$ cat config.mk
export PLATFORM = sky130hd
export DESIGN_NAME = ours_test_io_to_xs
export DESIGN_NICKNAME = d
export VERILOG_FILES = /design/src/rtl/ours_test_io_to_xs.sv
export SDC_FILE = /design/constraint.sdc
export NUM_CORES = 1
export LEC_CHECK = 0
export ABC_CLOCK_PERIOD_IN_PS = 2420
export BUFFER_PORTS_ARGS = -buffer_cell sky130_fd_sc_hd__clkbuf_2
export CAP_MARGIN = 20
export CORE_MARGIN = 4
export CORE_UTILIZATION = 54
export CTS_CLUSTER_DIAMETER = 40
export DETAILED_ROUTE_END_ITERATION = 12
export MAX_ROUTING_LAYER = met4
export PLACE_DENSITY_LB_ADDON = 0.12
export SLEW_MARGIN = 20
export SYNTH_ARGS = -nofsm -noshare
export SYNTH_HDL_FRONTEND = slang
export SYNTH_SLANG_ARGS = --single-unit
$ cat constraint.sdc
create_clock -name clk -period 2.42 [get_ports clk]
set_input_delay 0.242 -clock clk [delete_from_list [all_inputs] [get_ports clk]]
set_output_delay 0.242 -clock clk [all_outputs]
set_load 0.02 [all_outputs]
$ cat src/rtl/ours_test_io_to_xs.sv
// ours_test_io_to_xs: responder (target) end of the two-wire test_io link.
//
// Request frames arrive serially on the E/D pins (ein qualifies din, MSB
// first) as op[1:0], addr, then data for writes. A good frame becomes one
// parallel valid/ready request toward an on-chip slave. The acknowledge or
// the read data goes back serially on the D pin after a turnaround gap:
// start bit 1, status bit (0 ok / 1 error), then read data MSB first.
//
// Ports:
//   clk, rstn                  clock, asynchronous active-low reset
//   test_io_ein, test_io_din   frame enable and serial request bit
//   test_io_eoen, test_io_eout E pin is input-only: enable tied off, data 0
//   test_io_doen, test_io_dout D pin enable (active low) and response bit
//   req_vld/req_rdy/req_we/req_addr/req_wdata  parallel request
//   rsp_vld/rsp_rdy/rsp_data   read data return
//   err_cnt                    saturating count of dropped/bad frames
//
// Optional feature macro: TEST_IO_PARITY_EN
//   Defined: the request carries a trailing even-parity bit over
//   op/addr/data (mismatch answers with status 1), and the response ends
//   with an even-parity bit over status and data.
module ours_test_io_to_xs #(
    parameter int TEST_IO_ADDR_W = 40,
    parameter int TEST_IO_DATA_W = 64,
    parameter int TURNAROUND_CYC = 2
) (
    input  logic                      clk,
    input  logic                      rstn,
    input  logic                      test_io_ein,
    input  logic                      test_io_din,
    output logic                      test_io_eoen,
    output logic                      test_io_eout,
    output logic                      test_io_doen,
    output logic                      test_io_dout,
    output logic                      req_vld,
    input  logic                      req_rdy,
    output logic                      req_we,
    output logic [TEST_IO_ADDR_W-1:0] req_addr,
    output logic [TEST_IO_DATA_W-1:0] req_wdata,
    input  logic                      rsp_vld,
    output logic                      rsp_rdy,
    input  logic [TEST_IO_DATA_W-1:0] rsp_data,
    output logic [7:0]                err_cnt
);

`ifdef TEST_IO_PARITY_EN
    localparam int PAR_BITS = 1;
`else
    localparam int PAR_BITS = 0;
`endif

    localparam int WR_LEN    = 2 + TEST_IO_ADDR_W + TEST_IO_DATA_W;
    localparam int RD_LEN    = 2 + TEST_IO_DATA_W;
    localparam int FRAME_MAX = ((WR_LEN > RD_LEN) ? WR_LEN : RD_LEN) + PAR_BITS;
    localparam int CNT_W     = $clog2(FRAME_MAX + 1);
    localparam int TX_W      = 2 + TEST_IO_DATA_W + PAR_BITS;

    localparam logic [CNT_W-1:0] ADDR_LAST  = CNT_W'(TEST_IO_ADDR_W - 1);
    localparam logic [CNT_W-1:0] DATA_LAST  = CNT_W'(TEST_IO_DATA_W - 1);
    localparam logic [CNT_W-1:0] TA_LAST    = CNT_W'(TURNAROUND_CYC - 1);
    localparam logic [CNT_W-1:0] TX_LAST_SH = CNT_W'(1 + PAR_BITS);
    localparam logic [CNT_W-1:0] TX_LAST_RD = CNT_W'(1 + TEST_IO_DATA_W + PAR_BITS);

    typedef enum logic [3:0] {
        IDLE, RX_OP, RX_ADDR, RX_DATA, RX_PAR, WAIT_END, REQ, RSP_WAIT, TA, TX
    } state_t;

`ifdef TEST_IO_PARITY_EN
    localparam state_t FIELDS_DONE = RX_PAR;
`else
    localparam state_t FIELDS_DONE = WAIT_END;
`endif

    state_t            state;
    state_t            state_next;
    logic              ein_q;
    logic [CNT_W-1:0]  cnt;
    logic [1:0]        op;
    logic              par_acc;
    logic              rd_ok;
    logic [TX_W-1:0]   tx_sr;
    logic              err_inc;
    logic              ein_rise;
    logic              is_write;
    logic              frame_err;
    logic [CNT_W-1:0]  tx_last;

    // Frames only start on a rising ein. ein_q resets to 1 so a frame
    // already in flight at reset release, or one that began while busy,
    // is never picked up halfway through.
    assign ein_rise = test_io_ein & ~ein_q;
    assign is_write = (op == 2'b01);
    assign tx_last  = rd_ok ? TX_LAST_RD : TX_LAST_SH;

`ifdef TEST_IO_PARITY_EN
    // par_acc also folds in the received parity bit, so 1 means a mismatch.
    assign frame_err = op[1] | par_acc;
`else
    assign frame_err = op[1];
`endif

    assign test_io_eoen = 1'b1;
    assign test_io_eout = 1'b0;
    assign test_io_doen = (state != TX);
    assign test_io_dout = (state == TX) ? tx_sr[TX_W-1] : 1'b0;
    assign req_vld      = (state == REQ);
    assign rsp_rdy      = (state == RSP_WAIT);
    assign req_we       = is_write;

    // Response word, left-aligned: start, status, data, optional parity.
    function automatic logic [TX_W-1:0] tx_word(input logic status,
                                                input logic [TEST_IO_DATA_W-1:0] data);
`ifdef TEST_IO_PARITY_EN
        return {1'b1, status, data, status ^ (^data)};
`else
        return {1'b1, status, data};
`endif
    endfunction

    // Next-state and error-event decode.
    always_comb begin
        state_next = state;
        err_inc    = 1'b0;
        case (state)
            IDLE: begin
                if (ein_rise) state_next = RX_OP;
            end
            RX_OP: begin
                if (!test_io_ein) begin
                    state_next = IDLE;
                    err_inc    = 1'b1;
                end else begin
                    state_next = RX_ADDR;
                end
            end
            RX_ADDR: begin
                if (!test_io_ein) begin
                    state_next = IDLE;
                    err_inc    = 1'b1;
                end else if (cnt == ADDR_LAST) begin
                    state_next = is_write ? RX_DATA : FIELDS_DONE;
                end
            end
            RX_DATA: begin
                if (!test_io_ein) begin
                    state_next = IDLE;
                    err_inc    = 1'b1;
                end else if (cnt == DATA_LAST) begin
                    state_next = FIELDS_DONE;
                end
            end
            RX_PAR: begin
                if (!test_io_ein) begin
                    state_next = IDLE;
                    err_inc    = 1'b1;
                end else begin
                    state_next = WAIT_END;
                end
            end
            WAIT_END: begin
                if (!test_io_ein) begin
                    if (frame_err) begin
                        state_next = TA;
                        err_inc    = 1'b1;
                    end else begin
                        state_next = REQ;
                    end
                end
            end
            REQ: begin
                if (req_rdy) state_next = is_write ? TA : RSP_WAIT;
            end
            RSP_WAIT: begin
                if (rsp_vld) state_next = TA;
            end
            TA: begin
                if (cnt == TA_LAST) state_next = TX;
            end
            TX: begin
                if (cnt == tx_last) state_next = IDLE;
            end
            default: state_next = IDLE;
        endcase
        // A frame started while busy is a protocol violation, counted once.
        if (ein_rise && (state inside {REQ, RSP_WAIT, TA, TX})) err_inc = 1'b1;
    end

    // State register plus the deserializer, response loader and shifter.
    always_ff @(posedge clk or negedge rstn) begin
        if (!rstn) begin
            state     <= IDLE;
            ein_q     <= 1'b1;
            cnt       <= '0;
            op        <= 2'b00;
            par_acc   <= 1'b0;
            rd_ok     <= 1'b0;
            tx_sr     <= '0;
            req_addr  <= '0;
            req_wdata <= '0;
            err_cnt   <= 8'd0;
        end else begin
            state <= state_next;
            ein_q <= test_io_ein;
            if (err_inc && (err_cnt != 8'hFF)) err_cnt <= err_cnt + 8'd1;
            case (state)
                IDLE: begin
                    if (ein_rise) begin
                        op      <= {1'b0, test_io_din};
                        par_acc <= test_io_din;
                        cnt     <= '0;
                    end
                end
                RX_OP: begin
                    if (test_io_ein) begin
                        op      <= {op[0], test_io_din};
                        par_acc <= par_acc ^ test_io_din;
                    end
                end
                RX_ADDR: begin
                    if (test_io_ein) begin
                        req_addr <= {req_addr[TEST_IO_ADDR_W-2:0], test_io_din};
                        par_acc  <= par_acc ^ test_io_din;
                        cnt      <= (cnt == ADDR_LAST) ? '0 : cnt + CNT_W'(1);
                    end
                end
                RX_DATA: begin
                    if (test_io_ein) begin
                        req_wdata <= {req_wdata[TEST_IO_DATA_W-2:0], test_io_din};
                        par_acc   <= par_acc ^ test_io_din;
                        cnt       <= (cnt == DATA_LAST) ? '0 : cnt + CNT_W'(1);
                    end
                end
                RX_PAR: begin
                    if (test_io_ein) par_acc <= par_acc ^ test_io_din;
                end
                WAIT_END: begin
                    if (!test_io_ein && frame_err) begin
                        tx_sr <= tx_word(1'b1, '0);
                        rd_ok <= 1'b0;
                        cnt   <= '0;
                    end
                end
                REQ: begin
                    if (req_rdy && is_write) begin
                        tx_sr <= tx_word(1'b0, '0);
                        rd_ok <= 1'b0;
                        cnt   <= '0;
                    end
                end
                RSP_WAIT: begin
                    if (rsp_vld) begin
                        tx_sr <= tx_word(1'b0, rsp_data);
                        rd_ok <= 1'b1;
                        cnt   <= '0;
                    end
                end
                TA: begin
                    cnt <= (cnt == TA_LAST) ? '0 : cnt + CNT_W'(1);
                end
                TX: begin
                    tx_sr <= tx_sr << 1;
                    cnt   <= cnt + CNT_W'(1);
                end
                default: ;
            endcase
        end
    end

endmodule

==> results of run 1 <==
==> routing by layer <==
layer / track usage / vias to the layer above / share of wire
li1: - / 2775 / -
met1: 0.267 / 2869 / 0.42
met2: 0.351 / 169 / 0.51
met3: 0.0596 / 20 / 0.057
met4: 0.0648 / 0 / 0.014
met5: - / - / 0
==> flip-flops by register name, summed over array words and instances (netlist names) <==
signal,cells
req_wdata,64
tx_sr,66
err_cnt,8
cnt,7
op,2
ein_q,1
rd_ok,1
state,4
req_addr,40
==> through the flow <==
step	cells	cell area, um^2	total power, mW	hold WS, ps	setup WS, ps
CTS	1046	9950	8.85	13.0	52.0
finish	1046	9960	8.78	27.5	127
global placement	1013	9350	5.92	243	386
floorplan	682	8230	5.43	-53.6	562
detailed placement	1013	9350	6.01	252	247
global route	1046	9960	9.26	35.4	16.9
==> power by group <==
group	switching [mW]	internal (mW)
logic	1.46	0.810
registers	0.266	3.42
clock network	1.20	1.62
==> final cells by class <==
type	count	share of cell area
multi-input cells	428	0.314
well taps	184	0.0231
flip-flops and latches	193	0.485
repair buffers	198	0.114
clock buffers	18	0.0431
inverters	12	0.00452
clock inverters	13	0.0161
==> worst register-to-register path, cell delays in order, from the launching register on <==
cell and delay [ps]:
dfrtp_1 430, ha_1 280, nand4_1 170, nor3_1 280, o22ai_1 170, a211oi_2 360, mux2_1 380
==> Yosys cell counts (2+ instances only) <==
cell / count / area share
a21bo_2: 2 / 0.0024
a21o_1: 5 / 0.0046
a21oi_1: 6 / 0.0036
a22oi_1: 64 / 0.058
and2_1: 2 / 0.0015
and3_1: 4 / 0.0030
buf_1: 2 / 0.00091
buf_2: 17 / 0.010
buf_4: 12 / 0.011
buf_6: 2 / 0.0027
clkbuf_1: 16 / 0.0073
conb_1: 2 / 0.00091
dfrtp_1: 192 / 0.58
ha_1: 3 / 0.0046
inv_1: 11 / 0.0050
mux2_2: 107 / 0.15
mux2i_1: 2 / 0.0024
nand2_1: 79 / 0.036
nand2b_1: 6 / 0.0046
nand3_1: 7 / 0.0043
nand4_1: 7 / 0.0053
nor2_1: 11 / 0.0050
nor2b_1: 3 / 0.0023
nor3_1: 3 / 0.0018
nor4_1: 2 / 0.0015
o21ai_0: 36 / 0.022
o21ai_1: 38 / 0.023
o22ai_1: 6 / 0.0046
or2_2: 2 / 0.0015
xnor2_1: 6 / 0.0064
==> kinds of logic after synthesis <==
family | after synthesis | share of synthesized area
mux | 110 | 0.150
xor+xnor | 7 | 0.00745
other cells | 2 | 0.000912
fa+ha+maj | 3 | 0.00456
buf+inv | 61 | 0.0377
compound gates | 176 | 0.141
simple gates | 130 | 0.0713
flops | 193 | 0.587
==> path summary, 6_finish.rpt <==
check | end | cells past startpoint
max | rsp_rdy | 4
min | tx_sr[0] | 3
max reg2reg | state[0] | 6
min reg2reg | tx_sr[14] | 2
max in group asynchronous | req_addr[29] | 3
min in group asynchronous | req_addr[13] | 2
==> timing repair <==
action | CTS | global route
setup endpoints to repair | 0 | 1
hold buffers | 2 | 0
endpoints found under the hold margin | 56 | 0
gates resized for setup | 0 | 2
==> out/results.txt, run 1 <==
run status = finished, final reports clean
Multi-input gate area = 3120 um^2
Die Y = 131 um
Final Hold Fails = 0
I/O Buffers = 186
CTS tree = built
critical path type = flip-flop to output port
core area = 14,800 um^2
vias in the first global route = 5,911
clk_lat worst skew = 430 ps
largest net degree at the start of global routing = 80
Filler cells = 1,159
P&R area growth vs syn = 20.9%
Worst setup EP type = output port
CP Launch Point = state[2]
number of CTS-inserted buffers = 17
worst r2r src = cnt[0]
CP top delay family = flip-flops
cells along the critical path = nand2b_1, nor2_4, buf_12, clkbuf_2
Max Freq = 436 MHz
net count after synthesis = 755
Max-Cap Viols = 0
length of the first detailed-routing pass in iterations = 5
H-Tree Depth = 4
most frequent cells in the layout = dfrtp_1 (190), clkbuf_2 (185), mux2_2 (107)
FF/Latch Area = 4830 um^2
synthesized area = 8230 um^2
RSZ-0062 raised after global routing = no
post-layout util = 0.675
period utilisation layout = 0.948
synth warn = 0
first-pass GRT wire length = 29.9 mm
Worst-path clk slew = 70 ps
Lkg Pwr = 4.92 nW
HP Start = rsp_data[0]
DRT Wirelength = 17.7 mm
Clock Tree Buf Depth = 2
Initial Util = 0.558
vias per cell = 5.58
Syn Area/Cell = 12.1 um^2
Max VDD drop = 0.530 mV
I/O pins = 189
Post-DRT Antenna Nets = 0
Clock Sinks = 193
Crit-path slowest cell = dfrtp_1
Power per Cell Area = 882 nW/um^2
antenna cell count = 0
Yosys reg bits = 193
gr usage total = 0.216
R2R setup slack = 240 ps
Clock Skew = 9.80 ps
hold crit path type = input pin to flip-flop
GR Overflow Total = 0
CP Launch Type = flip-flop
die area = 17,300 um^2
DP HPWL = 12.1 mm
# DRC = 0
Mapped Cells = 682
# nets final = 923
share of cells above drive strength 1 = 0.408
register area share after synthesis = 0.587
leading cell type in the layout, fill and taps excluded = dfrtp_1
Post-synth EDFFs = 0
CP max FO = 65
# setup viols final = 0
DRT iter0 DRCs = 448
top_reg_cell synth = dfrtp_1
row cnt = 44
setup_tns = 0 ps
setup repair bufs after CTS = 0
RePlAce Congestion = 0.913
Yosys cell types = 57
die width = 131 um
Buf/Inv on CP = 2
Async SR Flop Fraction = 1.00
Critical Path AT = 2050 ps
routed vias = 5,833
clk root buf = clkbuf_16
minimum clock period = 2290 ps
Req. time, crit path = 2180 ps
initial antenna violation count = 0
largest stage delay on the critical path = 610 ps
drt wl/cell = 16.9 um
Slew Viols, Final = 0
Note: power is estimated with default switching activity, not from simulation.
==> run 2, diff against run 1 <==
==> constraint.sdc (replaced) <==
create_clock -name clk -period 2.42 [get_ports clk]
set_input_delay 0.363 -clock clk [delete_from_list [all_inputs] [get_ports clk]]
set_output_delay 0.363 -clock clk [all_outputs]
set_load 0.02 [all_outputs]
==> run 2 against run 1 <==
  * Sequential share of layout area is essentially flat
  * Largest power group unchanged
  * Non-clock buffer count increased by 2
  * Power about the same
  * Register-to-register slack worse by 30 ps
  * Setup slack gained 68 ps
  * Worst hold slack gained 99 ps
  * Largest cell class unchanged
  * Final area hardly changed
  * Combinational power fell by 2%
  * Sequential power about the same
  * Critical path depth decreased by 1
  * Routed wire length down 1.8%
  * Core utilization about the same
==> out/results.txt, run 2 (same netlist as run 1, synthesis figures left out) <==
Critical Path AT = 1860 ps
H-Tree Depth = 4
Hold Path Stages = 1
CP max FO = 14
DRT iter0 DRCs = 345
Slew Viols, Final = 0
Hold Path End = ein_q
clk_lat worst skew = 420 ps
GR Overflow Total = 0
cells along the critical path = nand2b_1, nor2_4, clkbuf_2
Post-DRT Antenna Nets = 0
R2R setup slack = 210 ps
initial antenna violation count = 0
Crit-path slowest cell = dfrtp_1
DP HPWL = 12.1 mm
hold crit path type = input pin to flip-flop
CP Launch Type = flip-flop
die width = 131 um
Comb pwr share = 0.255
Lkg Pwr = 4.93 nW
row cnt = 44
vias per cell = 5.53
most frequent cells in the layout = dfrtp_1 (191), clkbuf_2 (185), mux2_2 (107)
setup_tns = 0 ps
gr usage total = 0.211
# DRC = 0
# nets final = 925
critical path type = flip-flop to output port
number of CTS-inserted buffers = 17
worst r2r src = state[1]
FF-to-FF End = tx_sr[24]
Clock Sinks = 193
routed vias = 5,791
# setup viols final = 0
Max-Cap Viols = 0
Die Y = 131 um
HP Start = test_io_ein
die area = 17,300 um^2
max reg flops = 66
P_sw = 2.87 mW
antenna cell count = 0
Buf/Inv on CP = 1
Final WS setup = 195 ps
RSZ-0062 raised after global routing = no
Final Hold Fails = 0
final non-filler cell total = 1,047
DRT Wirelength = 17.4 mm
I/O pins = 189
drt wl/cell = 16.6 um
register bank with the most flops = tx_sr
I/O Buffers = 186
Worst-path clk slew = 60 ps
Max Freq = 449 MHz
top flop regs = tx_sr: 66 flops, req_wdata: 64 flops, req_addr: 40 flops
first-pass GRT wire length = 29.3 mm
CTS tree = built
run status = finished, final reports clean
Clock Skew = 8.26 ps
Worst setup EP type = output port
Max VDD drop = 0.825 mV
Inst Count DP = 1,016
Clock Power Share = 0.326
vias in the first global route = 5,817
Initial Util = 0.558
leading cell type in the layout, fill and taps excluded = dfrtp_1
worst hold margin = 126 ps
Req. time, crit path = 2060 ps
length of the first detailed-routing pass in iterations = 7
sequential power share = 0.419
share of cells above drive strength 1 = 0.409
period utilisation layout = 0.919
worst r2r path cells = 7
largest stage delay on the critical path = 590 ps
Clock Tree Buf Depth = 2
P&R area growth vs syn = 20.9%
largest net degree at the start of global routing = 85
core area = 14,800 um^2
clk root buf = clkbuf_16
internal power = 5.90 mW
Switching Fraction = 0.328
Power per Cell Area = 881 nW/um^2
minimum clock period = 2230 ps
Place WS = 244 ps
CP top delay family = simple AND/OR/NAND/NOR gates
RePlAce Congestion = 0.889
run 2: metal layers:
layer	GRT usage	wire, um	share of wire	vias to the layer above
li1	-	-	-	2777
met4	0.0513	242	0.014	0
met2	0.334	8640	0.50	161
met1	0.270	7380	0.42	2833
met3	0.0631	1120	0.064	20
met5	-	0	0	-
run 2: worst reg2reg max path, stage by stage (launching register included):
cell       delay [ps]
dfrtp_1           590
nand2b_1          280
a2bb2oi_1         330
o21ai_2           150
a21o_4            220
buf_4             250
nand2_1           130
o21ai_0           100
run 2: what timing repair did:
action,CTS,global route
hold buffers,1,0
setup endpoints to repair,0,9
hold endpoints to repair,52,0
gates resized for setup,0,1
setup buffers,0,0
run 2: area by class of cell:
class / count / area, um^2
flip-flops and latches: 193 / 4830
fillers: 1139 / 4800
multi-input cells: 428 / 3120
repair buffers: 200 / 1120
clock buffers: 21 / 470
well taps: 184 / 230
clock inverters: 9 / 130
inverters: 12 / 45.0
run 2: through the flow:
step | util | instance area, um^2 | power (mW)
2_1_floorplan | - | 8230 | 5.43
3_3_place_gp | 0.633 | 9340 | 5.88
3_5_place_dp | 0.633 | 9340 | 5.97
4_1_cts | 0.675 | 9950 | 8.83
5_1_grt | 0.675 | 9950 | 9.23
6_report | 0.675 | 9950 | 8.77
run 2: worst max path at each step:
stage,from,slack [ps],to,cells after the start
after CTS,state[0],50,rsp_rdy,3
after detailed placement,state[0],240,tx_sr[15],6
after global routing,state[2],40,rsp_rdy,3
after floorplan,cnt[0],560,state[0],6
after global placement,state[0],380,state[0],5
final,state[2],190,rsp_rdy,3
run 2: power by group through the flow:
stage / sequential [mW] / combinational [mW] / clock, mW
after CTS: 3.67 / 2.24 / 2.92
final: 3.68 / 2.23 / 2.86
after global routing: 3.71 / 2.44 / 3.08
after floorplan: 3.71 / 1.72 / 0
after detailed placement: 3.73 / 2.24 / 0
after global placement: 3.70 / 2.17 / 0
==> run 3, diff against run 2 <==
--- a/config.mk
+++ b/config.mk
@@ -5,16 +5,16 @@
 export SDC_FILE = /design/constraint.sdc
 export NUM_CORES = 1
 export LEC_CHECK = 0
+export ABC_AREA = 1
 export ABC_CLOCK_PERIOD_IN_PS = 2420
 export BUFFER_PORTS_ARGS = -buffer_cell sky130_fd_sc_hd__clkbuf_2
 export CAP_MARGIN = 20
 export CORE_MARGIN = 4
-export CORE_UTILIZATION = 54
+export CORE_UTILIZATION = 55
 export CTS_CLUSTER_DIAMETER = 40
 export DETAILED_ROUTE_END_ITERATION = 12
 export MAX_ROUTING_LAYER = met4
 export PLACE_DENSITY_LB_ADDON = 0.12
-export SLEW_MARGIN = 20
 export SYNTH_ARGS = -nofsm -noshare
 export SYNTH_HDL_FRONTEND = slang
 export SYNTH_SLANG_ARGS = --single-unit
==> run 3 against run 2 <==
  * Routed wire length rose by 6.3%
  * Non-clock buffer count rose by 6
  * Die area is 6.3% higher
  * Critical path depth up 3
  * Register-to-register slack better by 240 ps
  * Critical endpoint is now test_io_dout
  * Core utilization is 0.57 points lower
  * Synthesized area grew 8.7%
  * Clock-buffer cell count decreased by 2
==> out/results.txt, run 3 <==
Hold Path Stages = 1
initial antenna violation count = 0
Worst setup EP type = output port
Max VDD drop = 0.495 mV
largest stage delay on the critical path = 460 ps
GRT met3 Usage = 0.0505
GR Overflow Total = 0
most frequent cells in the layout = nand2_1 (332), dfrtp_1 (192), clkbuf_2 (185)
cells along the critical path = clkinv_2, nand2_1, nor2_4, clkinvlp_4, nor2_1, clkbuf_2
P_sw = 1.53 mW
max reg flops = 66
CP Launch Type = flip-flop
Slew Viols, Final = 0
vias per cell = 4.95
clk_lat worst skew = 440 ps
clk root buf = clkbuf_16
Die Y = 136 um
Initial Util = 0.563
Async SR Flop Fraction = 1.00
largest net degree at the start of global routing = 70
post-synthesis xor/xnor area fraction = 0.00685
grt peak-use layer = met2
CP max FO = 11
Final Hold Fails = 0
DRT iter0 DRCs = 430
Mapped Cells = 986
setup_tns = 0 ps
compound-cell area share of the yosys netlist = 0.104
met1 Use GR = 0.301
die width = 136 um
sequential power share = 0.526
Hold Path End = ein_q
post-layout util = 0.669
die area = 18,400 um^2
length of the first detailed-routing pass in iterations = 5
vias in the first global route = 6,522
Clock Power Share = 0.426
Relative slew margins = 0.547
DP HPWL = 13.1 mm
# DRC = 0
Switching Fraction = 0.243
Clock Sinks = 193
FF-to-FF End = tx_sr[46]
commonest cells in the netlist = nand2_1 (332), dfrtp_1 (192), o21ai_0 (109), inv_1 (95), mux2_2 (55)
post-synth top area share = 0.537
antenna cell count = 0
first-pass GRT wire length = 31.6 mm
critical path type = flip-flop to output port
worst r2r src = state[1]
I/O pins = 189
top-count cell post-synth = nand2_1
Yosys reg bits = 193
share of cells above drive strength 1 = 0.299
Clock Tree Buf Depth = 2
H-Tree Depth = 4
RSZ-0062 raised after global routing = no
Post-synth EDFFs = 0
synth top area cells = dfrtp_1 (54%), nand2_1 (14%), mux2_2 (6.9%)
GR Util met2 = 0.334
I/O Buffers = 186
# nets final = 1,236
R2R setup slack = 450 ps
Lkg Pwr = 5.77 nW
Max-Cap Viols = 0
DRT Wirelength = 18.5 mm
Post-DRT Antenna Nets = 0
run status = finished, final reports clean
Worst-path clk slew = 70 ps
final non-filler cell total = 1,392
worst hold margin = 156 ps
synth warn = 0
Inst Count DP = 1,359
RePlAce Congestion = 0.906
core area = 15,900 um^2
CTS tree = built
post-synthesis mux area share = 0.0768
leading cell type in the layout, fill and taps excluded = nand2_1
Clock Skew = 11.3 ps
net count after synthesis = 1,059
routed vias = 6,895
worst r2r path cells = 9
Critical Path AT = 1880 ps
register area share after synthesis = 0.540
drt wl/cell = 13.3 um
internal power = 4.76 mW
period utilisation layout = 0.927
Simple-Gate Fraction of Synth Area = 0.186
total power = 6.28 mW
# setup viols final = 0
Power per Cell Area = 591 nW/um^2
Max Freq = 446 MHz
HP Start = test_io_ein
Yosys cell types = 34
Syn Area/Cell = 9.07 um^2
register bank with the most flops = tx_sr
hold crit path type = input pin to flip-flop
Crit-path slowest cell = dfrtp_1
Req. time, crit path = 2060 ps
row cnt = 46
worst-margin pin slew = 678 ps
top flop regs = tx_sr: 66 flops, req_wdata: 64 flops, req_addr: 40 flops
Comb pwr share = 0.048
number of CTS-inserted buffers = 17
Adder-Cell Fraction of Synth Area = 0.00420
largest area contributor in the netlist = dfrtp_1
P&R area growth vs syn = 18.8%
main combinational cell family by area after synthesis = simple AND/OR/NAND/NOR gates
minimum clock period = 2240 ps
gr usage total = 0.219
top_reg_cell synth = dfrtp_1
synthesized area = 8950 um^2
-- run 3: cell types whose count changed in the layout (fill, tap and decap cells not counted), sizes merged, moves of 28 or more --
cell   delta
inv      +92
nand2   +258
a22oi    -64
o21ai    +73
mux2     -47
nand3    +28
-- run 3: stage by stage --
stage,setup slack [ps],cell area [um^2]
2_1_floorplan,587,8950
3_3_place_gp,532,10000
3_5_place_dp,494,10000
4_1_cts,21.7,10600
5_1_grt,23.2,10600
6_report,176,10600
-- run 3: worst max path at each step --
stage | from | endpoint | slack, ps
2_1_floorplan | state[1] | test_io_dout | 590
3_5_place_dp | state[1] | tx_sr[41] | 490
5_1_grt | state[1] | test_io_dout | 20
6_report | state[1] | test_io_dout | 180
4_1_cts | state[1] | rsp_rdy | 20
3_3_place_gp | op[1] | tx_sr[35] | 530
-- run 3: critical path, delay by kind of cell (launching register included) --
family / cells / cell delay, ps
buffers and inverters: 3 / 500
AND/OR/NAND/NOR: 3 / 480
flip-flops: 1 / 460
-- run 3: routing by layer --
| metal | vias to the layer above | wire length, um |
|---|---|---|
| li1 | 3471 | - |
| met1 | 3240 | 8480 |
| met2 | 172 | 8740 |
| met3 | 12 | 1090 |
| met4 | 0 | 151 |
| met5 | - | 0 |
-- run 3: layout make-up --
| type | count | area (um^2) |
|---|---|---|
| fill | 1402 | 5260 |
| multi-input combinational | 643 | 3400 |
| clock inverter | 13 | 124 |
| timing repair buffer | 206 | 1170 |
| inverter | 102 | 390 |
| sequential | 193 | 4830 |
| clock buffer | 19 | 443 |
| tap | 216 | 270 |
-- run 3: power by group through the flow --
stage / clock (mW) / sequential, mW / combinational [mW]
after floorplan: 0 / 3.40 / 0.0799
after global placement: 0 / 3.36 / 0.304
after detailed placement: 0 / 3.37 / 0.307
after CTS: 2.76 / 3.30 / 0.311
after global routing: 2.90 / 3.31 / 0.343
final: 2.68 / 3.30 / 0.301
-- run 3: logic make-up after synthesis --
family / after synthesis
multiplexers: 61
AND/OR/NAND/NOR: 413
AO/OA/AOI/OAI: 157
adder cells (fa/ha/maj): 3
other: 2
XOR/XNOR: 7
flip-flops: 193
buffers and inverters: 150
-- run 3: timing repair --
action	4_1_cts	5_1_grt
resized for setup	0	3
endpoints found under the hold margin	63	0
setup buffers	0	0
hold buffers	1	0
setup endpoints to repair	0	2
